`config.mk`:
```
export PLATFORM = sky130hd
export DESIGN_NAME = rs_age_wake_flat
export DESIGN_NICKNAME = d
export VERILOG_FILES = /design/src/rtl/rs_age_wake_if.sv /design/src/rtl/rs_age_wake.sv /design/src/flat_wrapper.sv
export SDC_FILE = /design/constraint.sdc
export NUM_CORES = 1
export LEC_CHECK = 0
export ABC_CLOCK_PERIOD_IN_PS = 10400
export CORE_MARGIN = 3
export CORE_UTILIZATION = 40
export CTS_BUF_LIST = sky130_fd_sc_hd__clkbuf_8
export CTS_CLUSTER_SIZE = 20
export DETAILED_ROUTE_END_ITERATION = 6
export PLACE_DENSITY = 0.57
export SYNTH_ARGS = -nofsm -noshare
export SYNTH_HDL_FRONTEND = slang
export SYNTH_SLANG_ARGS = --single-unit
```
`constraint.sdc`:
```
create_clock -name clk -period 10.4 [get_ports clk]
set_input_delay 1.04 -clock clk [delete_from_list [all_inputs] [get_ports clk]]
set_output_delay 1.04 -clock clk [all_outputs]
set_load 0.05 [all_outputs]
```
`src/rtl/rs_age_wake_if.sv`:
```
// rtl/rs_age_wake_if.sv - shared uop types and the dispatch/CDB/issue bundle for the reservation station
package rs_age_wake_pkg;
    localparam int ROB_W  = 4;
    localparam int PHYS_W = 6;
    localparam int FU_NUM = 2;
    localparam int FU_W   = 1;
    localparam int FU_ALU = 0;
    localparam int FU_MEM = 1;

    typedef enum logic [1:0] {
        CLS_ALU = 2'd0,
        CLS_BR  = 2'd1,
        CLS_LD  = 2'd2,
        CLS_ST  = 2'd3
    } uop_class_t;

    typedef struct packed {
        uop_class_t        uop_class;
        logic              uses_rs1;
        logic              uses_rs2;
        logic [PHYS_W-1:0] prs1;
        logic [PHYS_W-1:0] prs2;
        logic              rdy1;
        logic              rdy2;
        logic [ROB_W-1:0]  rob_idx;
        logic              epoch;
        logic [7:0]        bundle;
    } rs_uop_t;

    // Branches share the ALU pipe; loads and stores go to the memory pipe.
    function automatic logic [FU_W-1:0] uop_to_fu(uop_class_t c);
        case (c)
            CLS_LD, CLS_ST: return 1'b1;
            default:        return 1'b0;
        endcase
    endfunction
endpackage

interface rs_age_wake_if
    import rs_age_wake_pkg::*;
#(
    parameter int RS_SIZE  = 8,
    parameter int WB_PORTS = 2
);
    localparam int CNT_W = $clog2(RS_SIZE + 1);

    logic                 disp_valid;
    logic                 disp_ready;
    rs_uop_t              disp_uop;
    logic [WB_PORTS-1:0]  wb_valid;
    logic [PHYS_W-1:0]    wb_pd [WB_PORTS];
    logic [FU_NUM-1:0]    issue_valid;
    logic [FU_NUM-1:0]    issue_ready;
    rs_uop_t              issue_uop [FU_NUM];
    logic                 flush_valid;
    logic                 recover_valid;
    logic [ROB_W-1:0]     recover_rob_idx;
    logic [ROB_W-1:0]     rob_head_idx;
    logic [CNT_W-1:0]     count;
    logic                 busy;

    modport slave (
        input  disp_valid, disp_uop, wb_valid, wb_pd, issue_ready,
               flush_valid, recover_valid, recover_rob_idx, rob_head_idx,
        output disp_ready, issue_valid, issue_uop, count, busy
    );

    modport master (
        output disp_valid, disp_uop, wb_valid, wb_pd, issue_ready,
               flush_valid, recover_valid, recover_rob_idx, rob_head_idx,
        input  disp_ready, issue_valid, issue_uop, count, busy
    );
endinterface

```
`src/rtl/rs_age_wake.sv`:
```
// rtl/rs_age_wake.sv - age-ordered multi-wakeup reservation station with branch-recovery squash
// RS_AGE_SELECT_EN: oldest-first select via age matrix; otherwise lowest-index ready entry issues.
module rs_age_wake
    import rs_age_wake_pkg::*;
#(
    parameter int RS_SIZE  = 8,
    parameter int WB_PORTS = 2
) (
    input  logic          clk,
    input  logic          rst_n,
    rs_age_wake_if.slave  bus
);
    localparam int CNT_W = $clog2(RS_SIZE + 1);
    localparam int IDX_W = $clog2(RS_SIZE);

    rs_uop_t            r_entries [RS_SIZE];
    logic [RS_SIZE-1:0] r_valid;
    logic [CNT_W-1:0]   r_count;
`ifdef RS_AGE_SELECT_EN
    logic [RS_SIZE-1:0] r_older [RS_SIZE];
`endif

    logic               w_hold;
    logic [RS_SIZE-1:0] w_ready;
    logic [RS_SIZE-1:0] w_cand [FU_NUM];
    logic [IDX_W-1:0]   w_sel_idx [FU_NUM];
    logic [FU_NUM-1:0]  w_fire;
    logic [RS_SIZE-1:0] w_issue_clr;
    logic [CNT_W-1:0]   w_n_issue;
    logic [ROB_W-1:0]   w_br_dist;
    logic [ROB_W-1:0]   w_dist [RS_SIZE];
    logic [RS_SIZE-1:0] w_squash;
    logic [CNT_W-1:0]   w_n_survive;
    logic [IDX_W-1:0]   w_free_idx;
    logic               w_disp_fire;
    logic [RS_SIZE-1:0] w_new_mask;
    rs_uop_t            w_new_uop;
    logic [RS_SIZE-1:0] w_wake1;
    logic [RS_SIZE-1:0] w_wake2;

    assign w_hold = bus.flush_valid || bus.recover_valid;

    always_comb begin
        for (int i = 0; i < RS_SIZE; i++) begin
            w_ready[i] = r_valid[i]
                && (!r_entries[i].uses_rs1 || r_entries[i].rdy1)
                && (!r_entries[i].uses_rs2 || r_entries[i].rdy2);
        end
        for (int f = 0; f < FU_NUM; f++) begin
            for (int i = 0; i < RS_SIZE; i++) begin
                w_cand[f][i] = w_ready[i]
                    && (uop_to_fu(r_entries[i].uop_class) == FU_W'(f));
            end
        end
    end

    always_comb begin
        for (int f = 0; f < FU_NUM; f++) begin
            w_sel_idx[f] = '0;
`ifdef RS_AGE_SELECT_EN
            for (int i = 0; i < RS_SIZE; i++) begin
                if (w_cand[f][i] && ((w_cand[f] & r_older[i]) == '0))
                    w_sel_idx[f] = IDX_W'(i);
            end
`else
            for (int i = RS_SIZE - 1; i >= 0; i--) begin
                if (w_cand[f][i])
                    w_sel_idx[f] = IDX_W'(i);
            end
`endif
        end
    end

    always_comb begin
        bus.issue_valid = '0;
        w_fire          = '0;
        w_issue_clr     = '0;
        w_n_issue       = '0;
        for (int f = 0; f < FU_NUM; f++) begin
            bus.issue_valid[f] = (|w_cand[f]) && !w_hold;
            bus.issue_uop[f]   = r_entries[w_sel_idx[f]];
            w_fire[f]          = bus.issue_valid[f] && bus.issue_ready[f];
            if (w_fire[f])
                w_issue_clr[w_sel_idx[f]] = 1'b1;
            w_n_issue = w_n_issue + CNT_W'(w_fire[f]);
        end
    end

    // Ages are measured from the ROB head so the comparison survives index wrap.
    always_comb begin
        w_br_dist   = bus.recover_rob_idx - bus.rob_head_idx;
        w_squash    = '0;
        w_n_survive = '0;
        for (int i = 0; i < RS_SIZE; i++) begin
            w_dist[i]   = r_entries[i].rob_idx - bus.rob_head_idx;
            w_squash[i] = r_valid[i] && (w_dist[i] > w_br_dist);
            w_n_survive = w_n_survive + CNT_W'(r_valid[i] && !w_squash[i]);
        end
    end

    always_comb begin
        w_free_idx = '0;
        for (int i = RS_SIZE - 1; i >= 0; i--) begin
            if (!r_valid[i])
                w_free_idx = IDX_W'(i);
        end
    end

    assign bus.disp_ready = (r_count < CNT_W'(RS_SIZE)) && !w_hold;
    assign bus.busy       = (r_count == CNT_W'(RS_SIZE));
    assign bus.count      = r_count;
    assign w_disp_fire    = bus.disp_valid && bus.disp_ready;
    assign w_new_mask     = w_disp_fire ? (RS_SIZE'(1) << w_free_idx) : '0;

    always_comb begin
        w_wake1   = '0;
        w_wake2   = '0;
        w_new_uop = bus.disp_uop;
        for (int p = 0; p < WB_PORTS; p++) begin
            for (int i = 0; i < RS_SIZE; i++) begin
                if (bus.wb_valid[p] && r_entries[i].uses_rs1 && (r_entries[i].prs1 == bus.wb_pd[p]))
                    w_wake1[i] = 1'b1;
                if (bus.wb_valid[p] && r_entries[i].uses_rs2 && (r_entries[i].prs2 == bus.wb_pd[p]))
                    w_wake2[i] = 1'b1;
            end
            if (bus.wb_valid[p] && bus.disp_uop.uses_rs1 && (bus.disp_uop.prs1 == bus.wb_pd[p]))
                w_new_uop.rdy1 = 1'b1;
            if (bus.wb_valid[p] && bus.disp_uop.uses_rs2 && (bus.disp_uop.prs2 == bus.wb_pd[p]))
                w_new_uop.rdy2 = 1'b1;
        end
    end

    always_ff @(posedge clk or negedge rst_n) begin
        if (!rst_n) begin
            r_valid <= '0;
            r_count <= '0;
`ifdef RS_AGE_SELECT_EN
            for (int i = 0; i < RS_SIZE; i++)
                r_older[i] <= '0;
`endif
        end else if (bus.flush_valid) begin
            r_valid <= '0;
            r_count <= '0;
        end else if (bus.recover_valid) begin
            r_valid <= r_valid & ~w_squash;
            r_count <= w_n_survive;
        end else begin
            r_valid <= (r_valid & ~w_issue_clr) | w_new_mask;
            r_count <= r_count + CNT_W'(w_disp_fire) - w_n_issue;
`ifdef RS_AGE_SELECT_EN
            // Stale bits for freed slots are harmless: select only looks at valid candidates.
            if (w_disp_fire) begin
                for (int j = 0; j < RS_SIZE; j++) begin
                    if (IDX_W'(j) == w_free_idx)
                        r_older[j] <= r_valid;
                    else
                        r_older[j][w_free_idx] <= 1'b0;
                end
            end
`endif
        end
    end

    // Wakeups land even in flush/recovery cycles so recovery survivors never miss a CDB tag.
    always_ff @(posedge clk) begin
        for (int i = 0; i < RS_SIZE; i++) begin
            if (w_new_mask[i]) begin
                r_entries[i] <= w_new_uop;
            end else begin
                if (w_wake1[i])
                    r_entries[i].rdy1 <= 1'b1;
                if (w_wake2[i])
                    r_entries[i].rdy2 <= 1'b1;
            end
        end
    end
endmodule

```
`src/flat_wrapper.sv`:
```
// flat-port wrapper written by rule: the top's interface ports become plain ports
module rs_age_wake_flat import rs_age_wake_pkg::*;
#(
    parameter int RS_SIZE  = 8,
    parameter int WB_PORTS = 2
)
  (clk, rst_n, bus_disp_valid, bus_disp_uop, bus_wb_valid, bus_wb_pd, bus_issue_ready, bus_flush_valid, bus_recover_valid, bus_recover_rob_idx, bus_rob_head_idx, bus_disp_ready, bus_issue_valid, bus_issue_uop, bus_count, bus_busy);
  rs_age_wake_if #(.RS_SIZE(RS_SIZE), .WB_PORTS(WB_PORTS)) bus_i ();
  input  logic clk;
  input  logic rst_n;
  input wire logic [$bits(bus_i.disp_valid)-1:0] bus_disp_valid;
  input wire logic [$bits(bus_i.disp_uop)-1:0] bus_disp_uop;
  input wire logic [$bits(bus_i.wb_valid)-1:0] bus_wb_valid;
  input wire logic [$bits(bus_i.wb_pd)-1:0] bus_wb_pd;
  input wire logic [$bits(bus_i.issue_ready)-1:0] bus_issue_ready;
  input wire logic [$bits(bus_i.flush_valid)-1:0] bus_flush_valid;
  input wire logic [$bits(bus_i.recover_valid)-1:0] bus_recover_valid;
  input wire logic [$bits(bus_i.recover_rob_idx)-1:0] bus_recover_rob_idx;
  input wire logic [$bits(bus_i.rob_head_idx)-1:0] bus_rob_head_idx;
  output wire logic [$bits(bus_i.disp_ready)-1:0] bus_disp_ready;
  output wire logic [$bits(bus_i.issue_valid)-1:0] bus_issue_valid;
  output wire logic [$bits(bus_i.issue_uop)-1:0] bus_issue_uop;
  output wire logic [$bits(bus_i.count)-1:0] bus_count;
  output wire logic [$bits(bus_i.busy)-1:0] bus_busy;
  assign bus_i.disp_valid = bus_disp_valid;
  assign bus_i.disp_uop = bus_disp_uop;
  assign bus_i.wb_valid = bus_wb_valid;
  assign bus_i.wb_pd = {>>{bus_wb_pd}};
  assign bus_i.issue_ready = bus_issue_ready;
  assign bus_i.flush_valid = bus_flush_valid;
  assign bus_i.recover_valid = bus_recover_valid;
  assign bus_i.recover_rob_idx = bus_recover_rob_idx;
  assign bus_i.rob_head_idx = bus_rob_head_idx;
  assign bus_disp_ready = bus_i.disp_ready;
  assign bus_issue_valid = bus_i.issue_valid;
  assign bus_issue_uop = {>>{bus_i.issue_uop}};
  assign bus_count = bus_i.count;
  assign bus_busy = bus_i.busy;
  rs_age_wake #(.RS_SIZE(RS_SIZE), .WB_PORTS(WB_PORTS)) u_core (.clk(clk), .rst_n(rst_n), .bus(bus_i));
endmodule
```
==> out/qor.txt <==
Status -> finished, final reports clean
RR Startpoint -> u_core.r_entries[1][9]
H-tree levels -> 2
Drt drc -> 0
Drt pass-1 iters -> 5
Core area -> 0.0422 mm²
Max Slew Vio Count -> 0
GRT Total Usage -> 24.8%
Final antenna diode count -> 0
Row count -> 75
VDD IR max -> 0.0933 mV
Sink Count -> 260
GR Util met2 -> 39.5%
CP Capture Type -> output pin
Mapped cell area -> 0.0172 mm²
Post CTS Setup Buffer Count -> 0
Met3 GRT Util -> 4.32%
Total congestion overflow -> 0
Non-Filler Instances -> 2158
Ys flop type -> edfxtp_1
Drt via density -> 5.99
Clock-pin slew on the worst setup and hold paths -> 60 ps
Count of cell types in the netlist -> 65
Critical R2R Capture -> u_core.bus.count[1]
Power per cell area -> 132 mW/mm²
Fin crit period -> 6580 ps
Crit path max fanout -> 45
First-pass GRT wire length -> 83900 µm
Most used routing layer -> met2
DP Worst Slack -> 3430 ps
Sequential fraction of the synthesis area -> 45.0%
CTS tree -> done
Area grow syn2layout -> 16.2%
Post-synth ARST share -> 4.62%
Pwr Total -> 2640 µW
Die width -> 213 µm
Placed insts -> 2076
Final period util -> 63.3%
Pin count of the biggest net entering global routing -> 64
WP data required -> 9360 ps
Achievable frequency -> 0.152 GHz
Mapped Nets -> 1588
Post-synth EDFFs -> 246
Startpoint types -> flop
WHS Endpoint -> u_core.r_entries[4][14]
CTS Root Cell -> clkbuf_8
#FFs+latches synth -> 260
Routability cong. -> 0.879
CP Class -> reg2out
Share of layout cells above drive strength 1 -> 6.79%
IO Pins -> 130
Arrival time at the worst endpoint -> 5540 ps
GR met1 Demand/Resource -> 35.5%
Worst hold path class -> reg2reg
Leakage -> 0.00647 µW
# port buffers -> 129
Vias -> 12932
# Max-Cap Violations -> 0
Full die area -> 0.0455 mm²
Post-CTS Resized -> 0
Initial antenna violation count -> 1
Setup_tns -> 0 ps
Final HPWL DP -> 36900 µm
Vias in the first global route -> 12793
Hold Path Stages -> 2
Final WS setup -> 3820 ps
Clk_skew -> 28.2 ps
# setup viols final -> 0
Skew-Pair Late Insertion Delay -> 630 ps
Per-cell routed wire length -> 26.4 µm
Worst min-delay path startpoint -> u_core.r_entries[4][14]
R2R Setup Slk -> 5090 ps
Worst-Margin Slew -> 1200 ps
Initial cell density of the core -> 40.7%
Longest Clk Path Bufs -> 3
Drt first-iter violations -> 1101
Syn Area/Cell -> 11.7 µm²
Fin nets -> 1705
Worst reg-to-reg path cell count -> 21
Hold buffers post-CTS -> 0
Mapped Cells -> 1469
TritonCTS Buffers -> 47
Total Wirelength -> 57100 µm
RSZ-0062 raised after global routing -> no
Synthesis warning total -> 0
WHS -> 648 ps
Die Ht -> 213 µm
Relative slew slack -> 20.1%
Antenna Nets Post-Route -> 0
Final Hold Viols -> 0
cell type report:
| type | count | area [µm²] |
|---|---|---|
| well taps | 539 | 674 |
| flip-flops and latches | 260 | 7730 |
| repair buffers | 162 | 1540 |
| clock buffers | 53 | 729 |
| fillers | 3873 | 22300 |
| inverters | 44 | 165 |
| clock inverters | 29 | 154 |
| multi-input cells | 1071 | 8990 |
worst max path at each step:
stage                       startpoint             endpoint  slack [ps]
2_1_floorplan      bus_rob_head_idx[1]  u_core.bus.count[1]        4440
3_3_place_gp       bus_rob_head_idx[1]  u_core.bus.count[1]        3560
3_5_place_dp       bus_rob_head_idx[1]  u_core.bus.count[1]        3430
4_1_cts        u_core.r_entries[2][28]    bus_issue_uop[14]        3750
5_1_grt        u_core.r_entries[3][28]    bus_issue_uop[14]        3520
6_report       u_core.r_entries[1][28]    bus_issue_uop[14]        3820
flip-flops by register name, indices dropped and copies added (netlist names):
signal and count:
u_core.r_valid 8, u_core.bus.count 4, u_core.r_entries 248
Yosys cell counts (all sizes together) (7+ instances only):
| library cell | number | area share (%) |
|---|---|---|
| ha | 45 | 3.3 |
| edfxtp | 246 | 43 |
| dfrtp | 12 | 1.7 |
| a21o | 13 | 0.57 |
| nand2 | 32 | 0.70 |
| mux2i | 237 | 14 |
| maj3 | 11 | 0.64 |
| nand4 | 11 | 0.40 |
| nor3 | 24 | 0.70 |
| inv | 44 | 0.96 |
| nand2b | 29 | 1.1 |
| fa | 14 | 1.6 |
| buf | 42 | 1.2 |
| nor4 | 24 | 0.87 |
| o22a | 60 | 3.1 |
| o21ai | 28 | 0.82 |
| a41oi | 14 | 0.71 |
| clkbuf | 52 | 1.1 |
| nand3 | 67 | 2.0 |
| nor2b | 7 | 0.25 |
| a21oi | 43 | 1.3 |
| nor2 | 24 | 0.52 |
| o221ai | 61 | 3.1 |
| xnor2 | 168 | 8.6 |
| xor2 | 87 | 4.4 |
cell families after synthesis:
logic type               Yosys count  synth area share [%]
AO/OA/AOI/OAI                    258                  11.3
XOR/XNOR                         255                  13.0
adder cells (fa/ha/maj)           70                  5.55
buffers and inverters            138                  3.34
flip-flops                       260                  45.0
multiplexers                     237                  13.8
AND/OR/NAND/NOR                  251                  8.04
layout by cell type (no fill, tap or decap), drive strengths merged, types with 28 or more instances in the layout:
master,n
edfxtp,246
clkbuf,53
nand2b,29
mux2i,237
o22a,60
o221ai,61
inv,57
o21ai,28
nand3,67
xnor2,168
ha,45
a21oi,43
nand2,32
xor2,87
buf,33
clkdlybuf4s50,129
stage by stage:
stage | utilization (%) | area, µm²
global route | 47.3 | 20000
floorplan | - | 17200
global placement | 45.2 | 19100
finish | 47.3 | 20000
detailed placement | 45.2 | 19100
CTS | 47.3 | 20000
report_power, final:
part | switching (µW) | internal [µW]
clock | 452 | 471
combinational | 334 | 211
sequential | 15.3 | 1160
per-layer routing:
layer	share of wire (%)	vias to the layer above
met5	0.016	-
met4	1.9	2
met3	7.0	80
met2	46	517
met1	45	6507
li1	-	5826
critical path, cell delays in order, from the launching register on:
cell and delay (ps):
edfxtp_1 470, nand2b_1 210, nand4_1 320, o21ai_0 240, a22o_4 640, buf_4 720, buf_4 770, mux2i_1 190
o221ai_1 420, clkdlybuf4s50_1 900
(Power assumes the default switching activity.)
